## config.mk

```make
export PLATFORM = sky130hd
export DESIGN_NAME = gb_frame_sequencer
export DESIGN_NICKNAME = d
export VERILOG_FILES = /design/src/rtl/gb_frame_sequencer.sv
export SDC_FILE = /design/constraint.sdc
export NUM_CORES = 1
export LEC_CHECK = 0
export ABC_AREA = 1
export ABC_CLOCK_PERIOD_IN_PS = 1700
export CAP_MARGIN = 20
export CORE_MARGIN = 2
export CORE_UTILIZATION = 45
export DETAILED_ROUTE_END_ITERATION = 16
export PLACE_DENSITY = 0.72
export REMOVE_ABC_BUFFERS = 1
export SLEW_MARGIN = 20
export SYNTH_ARGS = -nofsm -noshare
export SYNTH_HDL_FRONTEND = slang
export SYNTH_SLANG_ARGS = --single-unit
```

## constraint.sdc

```tcl
create_clock -name clk -period 1.7 [get_ports clk]
set_input_delay 0.425 -clock clk [delete_from_list [all_inputs] [get_ports clk]]
set_output_delay 0.425 -clock clk [all_outputs]
set_load 0.02 [all_outputs]
```

## src/rtl/gb_frame_sequencer.sv

```systemverilog
// gb_frame_sequencer
//   Generates the APU frame-sequencer timing strobes. A prescaler divides clk
//   down to the 512 Hz step rate. Each step (tick) registers one-cycle strobes
//   from an 8-entry schedule for the length, sweep and envelope units.
//
// Ports
//   clk            system clock, rising-edge active
//   reset          asynchronous active-low reset
//   apu_enable     APU power; low holds the block cleared and silent
//   div_reset      one-cycle pulse on a DIV write; restarts the prescaler
//   clk_length_ctr one-cycle length-counter strobe (256 Hz)
//   clk_sweep      one-cycle channel-1 sweep strobe (128 Hz)
//   clk_envelope   one-cycle volume-envelope strobe (64 Hz)
//   step           index of the next step to execute
//   length_next    high when the next executed step clocks length
//
// step | strobes raised when the step executes
// -----+---------------------------------------
//  0   | length
//  1   | none
//  2   | length + sweep
//  3   | none
//  4   | length
//  5   | none
//  6   | length + sweep
//  7   | envelope
module gb_frame_sequencer #(
  parameter int CLK_DIV = 8192
) (
  input  logic       clk,
  input  logic       reset,
  input  logic       apu_enable,
  input  logic       div_reset,
  output logic       clk_length_ctr,
  output logic       clk_sweep,
  output logic       clk_envelope,
  output logic [2:0] step,
  output logic       length_next
);

  localparam int PW = (CLK_DIV > 1) ? $clog2(CLK_DIV) : 1;
  localparam logic [PW-1:0] PRE_LAST = PW'(CLK_DIV - 1);

  typedef enum logic [2:0] {
    ST_0 = 3'd0, ST_1 = 3'd1, ST_2 = 3'd2, ST_3 = 3'd3,
    ST_4 = 3'd4, ST_5 = 3'd5, ST_6 = 3'd6, ST_7 = 3'd7
  } step_t;

  step_t         step_q, step_nx;
  logic [PW-1:0] prescaler, prescaler_nx;
  logic          len_nx, sweep_nx, env_nx;
  logic          tick;

  assign tick = (prescaler == PRE_LAST);

  always_ff @(posedge clk or negedge reset) begin
    if (!reset) begin
      prescaler      <= '0;
      step_q         <= ST_0;
      clk_length_ctr <= 1'b0;
      clk_sweep      <= 1'b0;
      clk_envelope   <= 1'b0;
    end else begin
      prescaler      <= prescaler_nx;
      step_q         <= step_nx;
      clk_length_ctr <= len_nx;
      clk_sweep      <= sweep_nx;
      clk_envelope   <= env_nx;
    end
  end

  // Priority: power-off, then DIV write (which swallows a coincident tick),
  // then normal counting.
  always_comb begin
    prescaler_nx = prescaler;
    step_nx      = step_q;
    len_nx       = 1'b0;
    sweep_nx     = 1'b0;
    env_nx       = 1'b0;
    if (!apu_enable) begin
      prescaler_nx = '0;
      step_nx      = ST_0;
    end else if (div_reset) begin
      prescaler_nx = '0;
    end else if (tick) begin
      prescaler_nx = '0;
      step_nx      = step_t'(step_q + 3'd1);
      unique case (step_q)
        ST_0, ST_4: len_nx = 1'b1;
        ST_2, ST_6: begin
          len_nx   = 1'b1;
          sweep_nx = 1'b1;
        end
        ST_7:       env_nx = 1'b1;
        default:    ;
      endcase
    end else begin
      prescaler_nx = prescaler + PW'(1);
    end
  end

  assign step        = step_q;
  assign length_next = ~step_q[0];

endmodule

```

# ---- After elaboration in Yosys (flattened, before gate mapping)
# Cells that the tools add are included.
dict set report word_totals {
  regBits 19
  inputBits 4
  wordCells 37
}
dict set report op_classes {
  add_sub_neg 2
  n_eq_ne 7
  n_mux 18
  bitwise_logic 1
  reduce_logical 4
}
# op n
set op_table {}
lappend op_table {{2-to-1 mux 13 bit} 3}
lappend op_table {{adder 13 x 1 -> 13 bit, second input constant} 1}
lappend op_table {{equality test 13 bit, second input constant} 1}
lappend op_table {{2-to-1 mux 1 bit} 12}
lappend op_table {{equality test 3 bit, second input constant} 3}
lappend op_table {{2-to-1 mux 3 bit} 3}
lappend op_table {{OR reduction 4 bit} 1}
lappend op_table {{adder 3 x 1 -> 3 bit, second input constant} 1}
lappend op_table {{equality test 3 x 2 -> 1 bit, second input constant} 1}
lappend op_table {{zero test 3 bit} 1}
lappend op_table {{inequality test 2 x 1 -> 1 bit, second input constant} 1}
lappend op_table {{inequality test 2 bit, second input constant} 1}
lappend op_table {{AND reduction 2 bit} 1}
lappend op_table {{OR reduction 2 bit} 1}
lappend op_table {{inverter 1 bit} 1}

# ---- Logic depth before layout (Yosys ltp)
# Gate-level depths: netlist of run 1.
dict set report logic_depth {
  ltp_word 6
  depth_mapped 9
  ltp_nobuf 9
}

# ---- Worst setup path after synthesis of run 1
# OpenSTA, ideal clock, no wires.
dict set report synth_timing {
  kind {register to register}
  from {reg prescaler[0]}
  to {reg prescaler[10]}
  arrival_time_ns 1.181
  required_time_ns 1.581
  setup_slack_ns 0.400
  path_stages_with_launch 8
  path_buffers 1
  period_less_slack_ns 1.300
  cell_sequence {dfrtp_1 ha_1 nand3_2 nor2_4 nand2_2 nand3_4 buf_12 nor2_2}
}
dict set report synth_between {
  elab_chain_cells 4
  elab_cells_between_ends 5
  classes_between {add/sub: 1; eq/ne: 1; mux: 3}
}
# element line_no
set synth_lines {}
lappend synth_lines {{from (decl)} 50} ;# logic [PW-1:0] prescaler, prescaler_nx;
lappend synth_lines {{from (signal assigned)} 64} ;# prescaler <= prescaler_nx;
lappend synth_lines {{adder 13 x 1 -> 13 bit / equality test 13 bit (equally long branches)} {98, 54}}
lappend synth_lines {{2-to-1 mux 13 bit *} 85} ;# end else if (tick) begin
lappend synth_lines {{2-to-1 mux 13 bit *} 83} ;# end else if (div_reset) begin
lappend synth_lines {{2-to-1 mux 13 bit *} 80} ;# if (!apu_enable) begin
lappend synth_lines {{net prescaler_nx[10]} 50}
# The timed path passes the listed nets; every way through them passes the cells marked *.
# A chain may end at the register's enable or synchronous reset.

# ---- Worst setup path after layout of run 1
dict set report layout_timing {
  from {reg clk_sweep}
  to {out clk_sweep}
}
# element line_no
set layout_lines {}
lappend layout_lines {{from (decl)} 35} ;# output logic clk_sweep,
lappend layout_lines {{from (signal assigned)} 67} ;# clk_sweep <= sweep_nx;
# No word-level cell between the ends.

==> results of run 1 <==
## state kept, by name (all words and copies together), names as in the netlist
signal and count:
clk_sweep 1, prescaler 13, clk_length_ctr 1, clk_envelope 1
step 3
## logic make-up (layout without fill, tap and decap cells)
group / after synthesis / count (layout)
xor gates and xnor gates: 7 / 7
buffers and inverters: 15 / 28
adders and majority gates: 5 / 5
and+or+nand+nor: 60 / 60
AOI/OAI and AO/OA: 4 / 4
DFF: 19 / 19
## how the worst max path moves through the flow
stage          slack (ns)             end  cells past startpoint          from
5_1_grt             0.008       clk_sweep                      1     clk_sweep
3_3_place_gp         0.13  clk_length_ctr                      5    apu_enable
3_5_place_dp         0.04  clk_length_ctr                      5    apu_enable
2_1_floorplan        0.43    prescaler[5]                      6  prescaler[0]
6_report             0.06       clk_sweep                      1     clk_sweep
4_1_cts              0.02    clk_envelope                      1  clk_envelope
## power by group through the flow
stage | Clock [µW] | Combinational, µW | Sequential, µW
finish | 220 | 39.7 | 456
detailed placement | 0 | 40.9 | 465
global route | 256 | 45.4 | 457
CTS | 237 | 40.8 | 456
global placement | 0 | 39.5 | 465
floorplan | 0 | 16.3 | 465
## layer usage
metal	vias to the layer above	routed length, µm	track usage
li1	374	-	-
met1	324	812	0.196
met2	13	736	0.238
met3	2	76	0.0546
met4	0	14	0.0263
met5	-	0	0
## area by class of cell
type,count,area [µm²],area share
multi-input cells,76,483,0.410
clock buffers,3,22.5,0.0191
clock inverters,1,5.00,0.00425
inverters,13,48.8,0.0414
repair buffers,11,108,0.0914
well taps,28,35.0,0.0298
flip-flops and latches,19,475,0.404
## worst reg2reg max path, stage by stage (launching register included)
cell and delay [ns]:
dfrtp_1 0.42, ha_1 0.22, nand3_2 0.16, nor2_4 0.16, nand2_2 0.09, nand2_1 0.06, nand2_1 0.10, nand2_1 0.07
nand2_1 0.05
## Yosys cell counts
| library cell | number | area share |
|---|---|---|
| nor2_4 | 2 | 0.022 |
| a21oi_1 | 1 | 0.0048 |
| buf_2 | 1 | 0.0048 |
| buf_12 | 1 | 0.019 |
| xor2_1 | 5 | 0.042 |
| xnor2_1 | 2 | 0.017 |
| nand3_2 | 2 | 0.019 |
| nor2_2 | 13 | 0.079 |
| nand2_1 | 19 | 0.069 |
| nor2_1 | 9 | 0.033 |
| nand4_1 | 5 | 0.030 |
| nand3_1 | 3 | 0.015 |
| inv_2 | 2 | 0.0073 |
| nor3_1 | 1 | 0.0048 |
| ha_1 | 5 | 0.061 |
| nand3_4 | 1 | 0.017 |
| dfrtp_1 | 19 | 0.46 |
| nand2_2 | 4 | 0.024 |
| o21bai_1 | 2 | 0.015 |
| a31oi_1 | 1 | 0.0061 |
| inv_1 | 11 | 0.040 |
| nor3_2 | 1 | 0.0097 |
## metrics by stage
stage / area, µm² / hold WS [ns] / setup slack (ns)
finish: 1180 / 0.452 / 0.0575
global route: 1180 / 0.477 / 0.00773
global placement: 1150 / 0.481 / 0.134
floorplan: 1010 / 0.129 / 0.429
CTS: 1170 / 0.446 / 0.0230
detailed placement: 1150 / 0.482 / 0.0420
## what timing repair did
item	CTS	global route
endpoints found under the setup margin	4	2
pin swaps	0	0
resized for setup	4	2
buffers inserted	0	0
==> flow_metrics.env, run 1 <==
export IMPL_fin_util=0.537
export IMPL_timing_fmax_ghz=0.609
export IMPL_start_util=0.471
export IMPL_switching_share=0.226
export IMPL_crit_path_end_kind="primary output"
export IMPL_cts_buffers=3
export IMPL_synth_compound_area_share=0.0255
export IMPL_dp_cells=147
export IMPL_synth_xor_area_frac=0.0594
export IMPL_n_antenna_cell=0
export IMPL_numPortBuffers=10
export IMPL_dpl_hpwl_mm=1.25
export IMPL_overflow=0
export IMPL_rsz0062_at_grt="no"
export IMPL_synth_mux_area_frac=0
export IMPL_finalNetCount=133
export IMPL_die_width_um=51.9
export IMPL_design_portCount=11
export IMPL_startpoint_type="flip-flop"
export IMPL_cts_root_buf="clkbuf_4"
export IMPL_grt_pass1_wl_mm=2.97
export IMPL_hold_class="input port to async pin"
export IMPL_vias=713
export IMPL_path_max_fanout=1
export IMPL_period_needed_ns=1.64
export IMPL_leakagePower_uw=0.000556
export IMPL_synth_simple_area_share=0.322
export IMPL_drive_gt1_frac=0.244
export IMPL_cpPeakStageDelay_ns=0.59
export IMPL_htreeDepth=1
export IMPL_critical_path_class="flip-flop to primary output"
export IMPL_synth_warnings=0
export IMPL_crit_slowest_cell="clkdlybuf4s50_1"
export IMPL_cts_sinks=19
export IMPL_drc=0
export IMPL_holdBufCountCts=0
export IMPL_core_area_mm2=0.00219
export IMPL_clockBufferDepth=2
export IMPL_dieArea_mm2=0.00269
export IMPL_power_uw=716
export IMPL_r2r_cells=8
export IMPL_syn_to_final_growth_pct=14.1
export IMPL_p_clk_frac=0.308
export IMPL_track_usage=0.149
export IMPL_tightest_slew_ns=0.297
export IMPL_synth_top_family_by_area="simple AND/OR/NAND/NOR gates"
export IMPL_cp_arrival_ns=1.22
export IMPL_ys_seq_elements=19
export IMPL_clk_pin_slew_ns=0.10
export IMPL_gp_congestion=0.831
export IMPL_seq_power_share=0.637
export IMPL_finalSetupTns_ns=0
export IMPL_syn_inst=110
export IMPL_dieHeight_um=51.9
export IMPL_cts_tree="built"
export IMPL_grt_max_degree=20
export IMPL_cp_cell_sequence="clkdlybuf4s50_1"
export IMPL_yosysSeqAreaShare=0.461
export IMPL_wirelength_mm=1.64
export IMPL_avgSynthCellArea_um2=9.38
export IMPL_clock_latency_ns=0.29
export IMPL_cp_required_ns=1.27
export IMPL_slew_headroom=0.801
export IMPL_num_rows=17
export IMPL_finalHoldViolCount=0
export IMPL_syn_area_mm2=0.00103
export IMPL_fin_cells=151
export IMPL_reg2reg_to="step[2]"
export IMPL_powerDensity_mw_per_mm2=608
export IMPL_viasPerCell=4.72
export IMPL_fin_skew_ns=0.00542
export IMPL_layout_common_cells="nand2_1 (19), dfrtp_1 (19), nor2_2 (13)"
export IMPL_setup_violations=0
export IMPL_cap_violations=0
export IMPL_drt_iter0_markers=10
export IMPL_drt_wirelength_per_cell_um=10.9
export IMPL_fill_cells=190
export IMPL_ir_drop_mv=0.540
export IMPL_p_switching_uw=162
export IMPL_grt_pass1_vias=681
export IMPL_status="finished, final reports clean"
export IMPL_ys_types=22
export IMPL_path_delay_family="buffers and inverters"
export IMPL_fin_crit_sh=0.966
export IMPL_ant_nets=0
export IMPL_r2r_start="prescaler[0]"
export IMPL_drt_pass1_iter_count=4
export IMPL_worst_path_buf_inv=1
export IMPL_antenna_found_initial=0
export IMPL_ff2ff_setup_slack_ns=0.26
export IMPL_synth_fa_ha_area_frac=0.0606
export IMPL_p_comb_frac=0.055
export IMPL_slew_violations=0
export IMPL_power_internal_uw=555
Note: power is estimated with default switching activity, not from simulation.
==> run 2: changes to the inputs <==
--- a/config.mk
+++ b/config.mk
@@ -9,11 +9,11 @@
 export ABC_CLOCK_PERIOD_IN_PS = 1700
 export CAP_MARGIN = 20
 export CORE_MARGIN = 2
-export CORE_UTILIZATION = 45
+export CORE_UTILIZATION = 40
 export DETAILED_ROUTE_END_ITERATION = 16
-export PLACE_DENSITY = 0.72
+export PLACE_DENSITY = 0.66
 export REMOVE_ABC_BUFFERS = 1
-export SLEW_MARGIN = 20
+export SLEW_MARGIN = 10
 export SYNTH_ARGS = -nofsm -noshare
 export SYNTH_HDL_FRONTEND = slang
 export SYNTH_SLANG_ARGS = --single-unit
==> run 2 against run 1 <==
  * Critical endpoint is now length_next
  * Sequential share of layout area shrank 0.17 points
  * Routed wire length grew 6.1%
  * Via count is the same
  * Die area grew 12%
  * Critical path depth grew 1
  * Clock skew shrank 0.0030 ns
  * Register-to-register slack lost 0.02 ns
  * Non-clock buffer count is the same
==> flow_metrics.env, run 2 (synthesis results as in run 1) <==
export IMPL_dp_cells=149
export IMPL_num_rows=18
export IMPL_ant_nets=0
export IMPL_drc=0
export IMPL_postPlaceCellArea_mm2=0.00115
export IMPL_finalNetCount=133
export IMPL_tightest_slew_ns=0.311
export IMPL_grt_pass1_wl_mm=2.95
export IMPL_crit_slowest_cell="dfrtp_1"
export IMPL_cp_arrival_ns=1.16
export IMPL_cp_cell_sequence="inv_1, clkdlybuf4s15_1"
export IMPL_drive_gt1_frac=0.236
export IMPL_drt_pass1_iter_count=3
export IMPL_period_needed_ns=1.58
export IMPL_n_antenna_cell=0
export IMPL_reg2reg_to="prescaler[12]"
export IMPL_hold_class="input port to async pin"
export IMPL_finalSetupTns_ns=0
export IMPL_overflow=0
export IMPL_ff2ff_setup_slack_ns=0.24
export IMPL_critical_path_class="flip-flop to primary output"
export IMPL_layout_common_cells="nand2_1 (19), dfrtp_1 (19), nor2_2 (13)"
export IMPL_slew_headroom=0.792
export IMPL_start_util=0.420
export IMPL_drt_wirelength_per_cell_um=11.4
export IMPL_dp_slack_ns=0.102
export IMPL_holdBufCountCts=0
export IMPL_slew_violations=0
export IMPL_finalInstanceArea_mm2=0.00118
export IMPL_crit_path_end_kind="primary output"
export IMPL_die_width_um=54.8
export IMPL_r2r_cells=6
export IMPL_cpPeakStageDelay_ns=0.42
export IMPL_cts_tree="built"
export IMPL_design_portCount=11
export IMPL_clk_pin_slew_ns=0.10
export IMPL_grt_max_degree=20
export IMPL_leakagePower_uw=0.000575
export IMPL_cts_sinks=19
export IMPL_wirelength_mm=1.74
export IMPL_cp_required_ns=1.27
export IMPL_cts_root_buf="clkbuf_4"
export IMPL_htreeDepth=1
export IMPL_worst_slack_ns=0.116
export IMPL_r2r_start="prescaler[0]"
export IMPL_gp_congestion=0.718
export IMPL_clock_latency_ns=0.29
export IMPL_drt_iter0_markers=5
export IMPL_track_usage=0.141
export IMPL_top_register="prescaler"
export IMPL_fin_skew_ns=0.00239
export IMPL_fin_cells=153
export IMPL_fin_crit_sh=0.932
export IMPL_startpoint_type="flip-flop"
export IMPL_grt_pass1_vias=707
export IMPL_clockBufferDepth=2
export IMPL_dieHeight_um=54.8
export IMPL_largest_reg_flops=13
export IMPL_syn_to_final_growth_pct=14.5
export IMPL_cts_buffers=3
export IMPL_rsz0062_at_grt="no"
export IMPL_cap_violations=0
export IMPL_viasPerCell=4.66
export IMPL_setup_violations=0
export IMPL_postCtsSetupBuffers=0
export IMPL_ir_drop_mv=0.605
export IMPL_vias=713
export IMPL_fill_cells=239
export IMPL_timing_fmax_ghz=0.631
export IMPL_dpl_hpwl_mm=1.35
export IMPL_numPortBuffers=10
export IMPL_antenna_found_initial=0
export IMPL_finalHoldViolCount=0
export IMPL_core_area_mm2=0.00245
export IMPL_dieArea_mm2=0.00300
export IMPL_path_max_fanout=4
export IMPL_powerDensity_mw_per_mm2=607
export IMPL_status="finished, final reports clean"
## run 2: worst max-delay path: cells and delay by family (launching register included)
| kind | cells | cell delay [ns] |
|---|---|---|
| buf+inv | 2 | 0.45 |
| flops | 1 | 0.42 |
## run 2: through the flow
stage / total power [µW] / utilization / hold WS [ns]
6_report: 718 / 0.482 / 0.451
5_1_grt: 764 / 0.482 / 0.463
4_1_cts: 731 / 0.478 / 0.461
3_5_place_dp: 505 / 0.469 / 0.479
3_3_place_gp: 504 / 0.469 / 0.480
2_1_floorplan: 481 / - / 0.129
## run 2: routing by layer
layer / vias to the layer above / GRT usage / wire length (µm)
met4: 0 / 0.0250 / 8
met5: - / 0 / 0
met3: 2 / 0.0601 / 112
met1: 324 / 0.167 / 774
li1: 373 / - / -
met2: 14 / 0.238 / 844
## run 2: layout make-up
cell class                      instances  area (µm²)  area share
Multi-Input combinational cell         76         483       0.408
Timing Repair Buffer                   11         111      0.0942
Sequential cell                        19         475       0.402
Clock buffer                            4        26.3      0.0222
Inverter                               13        48.8      0.0413
Tap cell                               30        37.5      0.0317
## run 2: repair_timing
item | CTS | global route
endpoints found under the hold margin | 0 | 0
endpoints found under the setup margin | 4 | 4
gates resized for setup | 4 | 4
## run 2: worst max path at each step
| stage | startpoint | slack, ns | endpoint | cells after the start |
|---|---|---|---|---|
| 5_1_grt | step[0] | 0.02 | length_next | 2 |
| 4_1_cts | clk_envelope | 0.03 | clk_envelope | 1 |
| 2_1_floorplan | prescaler[0] | 0.43 | prescaler[5] | 6 |
| 3_5_place_dp | apu_enable | 0.10 | clk_envelope | 5 |
| 3_3_place_gp | apu_enable | 0.12 | clk_envelope | 5 |
| 6_report | step[0] | 0.12 | length_next | 2 |
## run 2: power by group
part / leakage, µW / internal (µW) / switching, µW / total, µW
Sequential: 0.000264 / 454 / 2.20 / 456
Combinational: 0.000295 / 13.1 / 25.9 / 39.0
Clock: 0.0000150 / 91.4 / 131 / 223
Total: 0.000575 / 558 / 159 / 718
